**config.mk**
```make
export PLATFORM = sky130hd
export DESIGN_NAME = change_dispense_ctrl
export DESIGN_NICKNAME = d
export VERILOG_FILES = /design/src/rtl/change_dispense_ctrl_pkg.sv /design/src/rtl/change_dispense_ctrl_hopper_watchdog.sv /design/src/rtl/change_dispense_ctrl.sv
export SDC_FILE = /design/constraint.sdc
export NUM_CORES = 1
export LEC_CHECK = 0
export CAP_MARGIN = 40
export CORE_AREA = 2 2 59 61
export DETAILED_ROUTE_END_ITERATION = 8
export DIE_AREA = 0 0 61 63
export PLACE_DENSITY_LB_ADDON = 0.08
export REMOVE_ABC_BUFFERS = 1
export SKIP_LAST_GASP = 1
export SYNTH_ARGS = -nofsm -noshare
export SYNTH_HDL_FRONTEND = slang
export SYNTH_HIERARCHICAL = 1
export SYNTH_SLANG_ARGS = --single-unit
export TNS_END_PERCENT = 20
```
**constraint.sdc**
```tcl
create_clock -name clock -period 3.2 [get_ports clock]
set_input_delay 0.64 -clock clock [delete_from_list [all_inputs] [get_ports clock]]
set_output_delay 0.64 -clock clock [all_outputs]
set_load 0.005 [all_outputs]
```
**src/rtl/change_dispense_ctrl_pkg.sv**
```systemverilog
`default_nettype none
// +--------------------------------------------------------------------------+
// | change_pkg : shared states, hopper select codes and default coin values  |
// | Revision   : 1.0                                                         |
// +--------------------------------------------------------------------------+
package change_pkg;

   typedef enum logic [2:0] {
      ST_IDLE     = 3'd0,
      ST_ACCUM    = 3'd1,
      ST_DISPENSE = 3'd2,
      ST_WAIT_ACK = 3'd3,
      ST_DONE     = 3'd4,
      ST_ERR      = 3'd5
   } state_t;

   localparam logic [1:0] SEL_NONE = 2'b00;
   localparam logic [1:0] SEL_HI   = 2'b01;
   localparam logic [1:0] SEL_LO   = 2'b10;

   localparam int CREDIT_W_DEF    = 8;
   localparam int PRICE_DEF       = 30;
   localparam int COIN_HI_DEF     = 10;
   localparam int COIN_LO_DEF     = 2;
   localparam int ACK_TIMEOUT_DEF = 15;

endpackage
`default_nettype wire

```
**src/rtl/change_dispense_ctrl_hopper_watchdog.sv**
```systemverilog
`default_nettype none
// +--------------------------------------------------------------------------+
// | hopper_watchdog : counts un-acknowledged hopper request cycles           |
// | Revision        : 1.0                                                    |
// +--------------------------------------------------------------------------+
module hopper_watchdog
   import change_pkg::*;
#(
   parameter int TIMEOUT = ACK_TIMEOUT_DEF
)(
   input  logic clock,
   input  logic reset,
   input  logic start,
   input  logic clear,
   output logic expire
);

   localparam int C_CNT_W = $clog2(TIMEOUT + 1);

   logic [C_CNT_W-1:0] r_cnt;

   always_ff @(posedge clock or posedge reset) begin
      if (reset) begin
         r_cnt <= '0;
      end else if (!start || clear) begin
         r_cnt <= '0;
      end else begin
         r_cnt <= r_cnt + C_CNT_W'(1);
      end
   end

   // Fires on the TIMEOUT-th consecutive cycle the request went unanswered.
   assign expire = start && !clear && (r_cnt == C_CNT_W'(TIMEOUT - 1));

endmodule
`default_nettype wire

```
**src/rtl/change_dispense_ctrl.sv**
```systemverilog
`default_nettype none
// +--------------------------------------------------------------------------+
// | change_dispense_ctrl : credit accumulator and change-dispense sequencer  |
// | Option macro CHANGE_WATCHDOG_EN adds a hopper-ack watchdog (ERR state).  |
// | Revision             : 1.0                                               |
// +--------------------------------------------------------------------------+
module change_dispense_ctrl
   import change_pkg::*;
#(
   parameter int CREDIT_W    = CREDIT_W_DEF,
   parameter int PRICE       = PRICE_DEF,
   parameter int COIN_HI     = COIN_HI_DEF,
   parameter int COIN_LO     = COIN_LO_DEF,
   parameter int ACK_TIMEOUT = ACK_TIMEOUT_DEF
)(
   input  logic                clock,
   input  logic                reset,
   input  logic                coin_valid,
   input  logic [4:0]          coin_value,
   input  logic                pay,
   input  logic                hopper_rdy,
   output logic                disp_valid,
   output logic [1:0]          disp_sel,
   output logic [CREDIT_W-1:0] credit,
   output logic                busy,
   output logic                done,
   output logic                short_pay,
   output logic                coin_rej,
   output logic                error
);

   localparam logic [CREDIT_W-1:0] C_PRICE   = CREDIT_W'(PRICE);
   localparam logic [CREDIT_W-1:0] C_COIN_HI = CREDIT_W'(COIN_HI);
   localparam logic [CREDIT_W-1:0] C_COIN_LO = CREDIT_W'(COIN_LO);

   state_t              r_state, w_state_nxt;
   logic [CREDIT_W-1:0] r_credit, w_credit_nxt, w_credit_acc, w_coin_amt;
   logic [CREDIT_W:0]   w_sum;
   logic [1:0]          r_sel, w_sel_nxt;
   logic                r_coin_rej, r_short_pay, w_short_nxt;
   logic                w_busy, w_handshake, w_expire;

   assign w_sum = {1'b0, r_credit} + {{(CREDIT_W-4){1'b0}}, coin_value};

   // Saturating credit as it would stand after this cycle's coin.
   always_comb begin
      w_credit_acc = r_credit;
      if (coin_valid) begin
         w_credit_acc = w_sum[CREDIT_W] ? '1 : w_sum[CREDIT_W-1:0];
      end
   end

   assign w_coin_amt  = (r_sel == SEL_HI) ? C_COIN_HI : C_COIN_LO;
   assign w_busy      = (r_state == ST_DISPENSE) || (r_state == ST_WAIT_ACK) ||
                        (r_state == ST_DONE);
   assign w_handshake = (r_state == ST_WAIT_ACK) && hopper_rdy;

`ifdef CHANGE_WATCHDOG_EN
   hopper_watchdog #(
      .TIMEOUT (ACK_TIMEOUT)
   ) u_hopper_watchdog (
      .clock  (clock),
      .reset  (reset),
      .start  (r_state == ST_WAIT_ACK),
      .clear  (hopper_rdy),
      .expire (w_expire)
   );
   assign error = (r_state == ST_ERR);
`else
   assign w_expire = 1'b0;
   assign error    = 1'b0;
`endif

   always_comb begin
      w_state_nxt  = r_state;
      w_credit_nxt = r_credit;
      w_sel_nxt    = r_sel;
      w_short_nxt  = 1'b0;
      case (r_state)
         ST_IDLE: begin
            w_credit_nxt = w_credit_acc;
            if (coin_valid && (coin_value != 5'd0)) begin
               w_state_nxt = ST_ACCUM;
            end
         end
         ST_ACCUM: begin
            w_credit_nxt = w_credit_acc;
            if (pay) begin
               if (w_credit_acc >= C_PRICE) begin
                  w_credit_nxt = w_credit_acc - C_PRICE;
                  w_state_nxt  = ST_DISPENSE;
               end else begin
                  w_short_nxt = 1'b1;
               end
            end
         end
         ST_DISPENSE: begin
            if (r_credit >= C_COIN_HI) begin
               w_sel_nxt   = SEL_HI;
               w_state_nxt = ST_WAIT_ACK;
            end else if (r_credit >= C_COIN_LO) begin
               w_sel_nxt   = SEL_LO;
               w_state_nxt = ST_WAIT_ACK;
            end else begin
               w_state_nxt = ST_DONE;
            end
         end
         ST_WAIT_ACK: begin
            if (w_handshake) begin
               w_credit_nxt = r_credit - w_coin_amt;
               w_state_nxt  = ST_DISPENSE;
            end else if (w_expire) begin
               w_state_nxt = ST_ERR;
            end
         end
         ST_DONE: begin
            w_state_nxt = (r_credit == '0) ? ST_IDLE : ST_ACCUM;
         end
         ST_ERR: begin
            w_state_nxt = ST_ERR;
         end
         default: begin
            w_state_nxt = ST_IDLE;
         end
      endcase
   end

   always_ff @(posedge clock or posedge reset) begin
      if (reset) begin
         r_state <= ST_IDLE;
      end else begin
         r_state <= w_state_nxt;
      end
   end

   always_ff @(posedge clock or posedge reset) begin
      if (reset) begin
         r_credit    <= '0;
         r_sel       <= SEL_NONE;
         r_coin_rej  <= 1'b0;
         r_short_pay <= 1'b0;
      end else begin
         r_credit    <= w_credit_nxt;
         r_sel       <= w_sel_nxt;
         r_coin_rej  <= w_busy && coin_valid;
         r_short_pay <= w_short_nxt;
      end
   end

   // The dispense decision guarantees credit covers the coin being paid out.
   always_ff @(posedge clock) begin
      assert (ACK_TIMEOUT > 0);
      if (!reset && w_handshake) begin
         assert (r_credit >= w_coin_amt);
      end
   end

   assign disp_valid = (r_state == ST_WAIT_ACK);
   assign disp_sel   = disp_valid ? r_sel : SEL_NONE;
   assign credit     = r_credit;
   assign busy       = w_busy;
   assign done       = (r_state == ST_DONE);
   assign short_pay  = r_short_pay;
   assign coin_rej   = r_coin_rej;

endmodule
`default_nettype wire

```
Word level (Yosys, flattened, before mapping)
Index checks and enable logic that the tools add are counted.
{ "totals": {"ff_bits": 15, "in_bits": 10, "out_inout_bits": 16, "word_cells": 55} }
{ "classes": {"add_sub_neg": 3, "order_cmp": 3, "eq_ne": 10, "n_mux": 21, "n_reduce_logical": 13} }
{ "op_table": {"columns": ["operator", "n"], "rows": [
  ["8-bit 2-to-1 mux", 5],
  ["8-bit case mux with 3 select lines", 1],
  ["3-bit 2-to-1 mux", 6],
  ["3-bit case mux with 6 select lines", 1],
  ["8-bit by 5-bit adder with 9-bit output", 1],
  ["8-bit by 2-bit greater-or-equal comparator with 1-bit output, second input constant", 1],
  ["8-bit by 4-bit greater-or-equal comparator with 1-bit output, second input constant", 1],
  ["8-bit by 5-bit greater-or-equal comparator with 1-bit output, second input constant", 1],
  ["8-bit logical NOT", 1],
  ["8-bit by 4-bit subtractor with 8-bit output", 1],
  ["8-bit by 5-bit subtractor with 8-bit output, second input constant", 1],
  ["3-bit by 2-bit == test with 1-bit output, second input constant", 2],
  ["3-bit == test, second input constant", 2],
  ["2-bit 2-to-1 mux", 3],
  ["2-bit != test, second input constant", 3],
  ["5-bit nonzero test", 1],
  ["1-bit 2-to-1 mux", 4],
  ["4-bit 2-to-1 mux", 1],
  ["2-bit AND reduction", 2],
  ["4-bit AND reduction", 1],
  ["3-bit by 1-bit == test with 1-bit output, second input constant", 1],
  ["1-bit logical AND", 3],
  ["3-bit logical NOT", 1],
  ["3-bit nonzero test", 1],
  ["other kinds (4)", 5]
]} }

Logic depth before layout (Yosys ltp)
{ "logic_depth": {"word_depth": 7, "depth_mapped": 10} }

Worst setup path before layout
Ideal clock, no wire load.
{ "synth_timing": {"kind": "input-to-reg", "from": "in coin_value[0]", "to": "reg r_credit[4], in the netlist credit[4]", "arrival_time_ps": 2954, "t_required_ps": 3118, "slack_ps": 164, "stages": 9, "cell_sequence": "ha_1 > fa_1 > a21o_1 > a211o_1 > a32o_2 > o2111a_4 > a211o_1 > o311a_1 > a31oi_1"} }
{ "synth_via": {"elab_chain_len": 7} }
{ "synth_lines": {"columns": ["item", "line_no", "text"], "rows": [
  ["start: declaration", "change_dispense_ctrl.sv:19", "input logic [4:0] coin_value,"],
  ["8-bit by 5-bit adder with 9-bit output (*)", "change_dispense_ctrl.sv:43", "assign w_sum = {1'b0, r_credit} + {{(CREDIT_W-4){1'b0}}, coin_value};"],
  ["8-bit 2-to-1 mux (*)", "change_dispense_ctrl.sv:49", "w_credit_acc = w_sum[CREDIT_W] ? '1 : w_sum[CREDIT_W-1:0];"],
  ["8-bit 2-to-1 mux (*)", "change_dispense_ctrl.sv:48", "if (coin_valid) begin"],
  ["8-bit by 5-bit subtractor with 8-bit output or 8-bit by 5-bit greater-or-equal comparator with 1-bit output (tied branches)", "change_dispense_ctrl.sv:90, change_dispense_ctrl.sv:89", null],
  ["8-bit 2-to-1 mux", "change_dispense_ctrl.sv:89", "if (w_credit_acc >= C_PRICE) begin"],
  ["8-bit 2-to-1 mux", "change_dispense_ctrl.sv:88", "if (pay) begin"],
  ["8-bit case mux with 3 select lines (*)", "change_dispense_ctrl.sv:79", "case (r_state)"],
  ["end signal: assignment", "change_dispense_ctrl.sv:143", "r_credit <= w_credit_nxt;"],
  ["end: declaration", "change_dispense_ctrl.sv:37", "logic [CREDIT_W-1:0] r_credit, w_credit_nxt, w_credit_acc, w_coin_amt;"]
]} }
Every way passes the cells marked *; elsewhere a longest branch is shown, timed or not.
A chain may end at the register's enable or synchronous reset.

Final worst setup path
{ "layout_timing": {"from": "in coin_value[1]", "to": "reg r_credit[1], in the netlist credit[1]"} }
Same word-level chain as after synthesis.

==> run_results.csv <==
group,metric,value,unit
route,drtAntennaViolNets,0,
outcome,outcome,"finished clean",
sta,tightest_slew,607.3,ps
place,io_buffers,24,
global_routing,met1_usage,35.55,%
critical_path,required,3360,ps
sta,timing_hold_violations_final,0,
route,firstDrtPassIters,5,
global_routing,grt_use_total,26.89,%
synthesis,synth_edf_count,0,
synthesis,ys_ff_latch,15,
global_routing,antenna_found_initial,0,
sta,rsz0062_at_grt,"yes",
worst_hold_path,hp-class,"register to register",
sta,max_slew_margin,59.47,%
power_and_ir_drop,ir_drop,0.5108,mV
job,drv_cap,0,
die,die_area,3843,µm²
finish,fin_util,66.94,%
global_routing,grt_pass1_vias,1661,
sta,finClkSkew,3.732,ps
synthesis,synth_ff_type,"dfrtp_1",
clocking,cts_max_level,1,
sta,period_needed,3089,ps
synthesis,yosysWarningCount,6,
route,dr.first_iter.drc_count,134,
power_and_ir_drop,leakage,0.0009948,µW
critical_path,path_max_fanout,6,
global_routing,grt_max_degree,20,
sta,report.final.slew_viol_count,0,
finish,drive_above_1_share,21.91,%
synthesis,synth_cell_type_count,64,
synthesis,syn_inst,206,
clocking,clockBufferDepth,2,
global_routing,gr-max-usage-layer,"met2",
global_routing,grt_overflow_total,0,
sta,setup_tns,0,ps
clocking,clkTransAtPathRegs,100,ps
critical_path,start_kind,"input port",
route,vias,1806,
clocking,cts_sinks,15,
die,rows,21,
global_routing,grt_pass1_wl,7859,µm
critical_path,cp_data_arrival_time,3250,ps
synthesis,avgSynthCellArea,8.194,µm²
clocking,root_buffer,"clkbuf_4",
die,initial_utilization,52.23,%
route,routed_wirelength,4762,µm
clocking,cts_made_buffers,3,
synthesis,synth-async-reset-ratio,100.0,%
route,drc,0,
die,die_h,63,µm
global_routing,grtUsageMet3,3.313,%
critical_path,critPathCaptureType,"register",
clocking,cts_tree,"done",
synthesis,ys_seq_area_share,22.24,%
sta,max_clock_freq,323.8,MHz
power_and_ir_drop,power_density,1036,nW/µm²
route,via_per_inst,6.081,
sta,period_share,96.52,%
route,wl_per_cell,16.03,µm
die,die_w,61,µm
global_routing,met2_usage,43.41,%
die,io_pins,26,
finish,area_growth_syn_to_layout,28.17,%
clocking,clk_latency,290,ps
sta,final-setup-viol-count,0,
finish,n_antenna_cell,0,
place,routabilityCongestion,0.9143,
place,hpwl,3764,µm
finish,fin_nets,272,
synthesis,netlist_area,1688,µm²
die,core_area,3232,µm²
critical_path,crit_type,"input port to register",
==> worst max-delay path, stage by stage <==
cell and delay (ps):
clkdlybuf4s50_1 470, ha_1 330, a21oi_1 280, o211ai_1 180
o41ai_2 440, nor2_1 130, a211oi_4 380, mux2i_1 240
o221ai_1 150
==> layout make-up <==
type | count | area, µm²
well taps | 46 | 57.56
multi-input cells | 167 | 1194
flip-flops and latches | 15 | 375.4
clock buffers | 3 | 22.52
inverters | 10 | 37.54
clock inverters | 1 | 5.005
fillers | 287 | 1069
repair buffers | 55 | 471.7
==> repair_timing <==
item | CTS | global route
hold buffers | 0 | 0
buffers inserted | 1 | 0
endpoints found under the setup margin | 8 | 2
gates resized for setup | 4 | 0
cloned | 0 | 0
pin swaps | 3 | 1
==> cell families after synthesis <==
kind of cell / synth area share [%]
AND/OR/NAND/NOR: 22.76
AO/OA/AOI/OAI: 32.69
buffers and inverters: 7.783
flip-flops: 22.24
adder cells (fa/ha/maj): 7.858
multiplexers: 4.893
XOR/XNOR: 1.557
other: 0.2222
==> flip-flops by register name (all words and copies together) (netlist names) <==
name / cells
coin_rej: 1
r_sel: 2
credit: 8
r_state: 3
short_pay: 1
==> cell usage in the layout, fill, tap and decap left out, types with 3 or more instances in the layout <==
master and count:
ha_1 8, o211ai_1 5, nand2_1 20, or3_1 4, a31oi_1 5, nor3_1 7, a211oi_1 3, nor2_1 11
clkbuf_4 3, a21o_1 7, or2_2 3, and3_1 5, inv_1 10, mux2i_1 6, nand2b_1 3, a21oi_1 12
dfrtp_1 15, buf_4 31, clkdlybuf4s50_1 23, o21ai_0 8, nand3_1 7
==> path summary, 6_finish.rpt <==
check / startpoint / end / slack (ps) / cells past startpoint
max: coin_value[1] / credit[1] / 110 / 9
min: r_sel[1] / r_sel[1] / 520 / 2
max reg2reg: credit[0] / credit[4] / 280 / 9
min reg2reg: r_sel[1] / r_sel[1] / 520 / 2
max in group asynchronous: reset / credit[7] / 2100 / 2
min in group asynchronous: reset / r_sel[0] / 710 / 2
==> synthesized netlist by cell type, drive strengths merged, types with 3 or more instances <==
master  count  area share, %
or3         4            1.5
nor2       11            2.4
or2         3            1.1
nand3       7            2.1
inv        10            2.2
o211ai      5            2.2
dfrtp      15             22
mux2i       6            3.6
a31oi       5            1.9
buf         7            3.4
a21oi      12            3.6
o21ai      10            3.9
nand2b      3            1.1
clkbuf      7            2.1
nand2      20            4.4
a22oi       3            1.6
ha          9            6.7
a21o        8            3.6
a211oi      4            2.5
nor3        7            2.1
and3        6            2.3
==> per-stage QoR <==
stage                     hold WS (ps)  power, µW  cell area [µm²]  setup WS [ps]  cells
after floorplan                  454.8       1408             1594          164.3    192
after global placement           473.2       2054             2117         -300.3    292
after detailed placement         496.6       2091             2117         -446.0    292
after CTS                        518.3       2229             2163          154.7    297
after global routing             551.3       2452             2163         -6.245    297
final                            515.6       2242             2163          111.3    297
==> where the power goes <==
part	internal, µW	switching [µW]
clock	46.6	68.4
sequential	265	101
combinational	864	896
==> layer usage <==
| layer | up-vias | part of all wire (%) |
|---|---|---|
| met3 | 10 | 6.0 |
| met2 | 80 | 48 |
| li1 | 873 | - |
| met4 | 0 | 2.4 |
| met5 | - | 0 |
| met1 | 843 | 43 |
No activity file was read; power rests on OpenSTA's default activity.
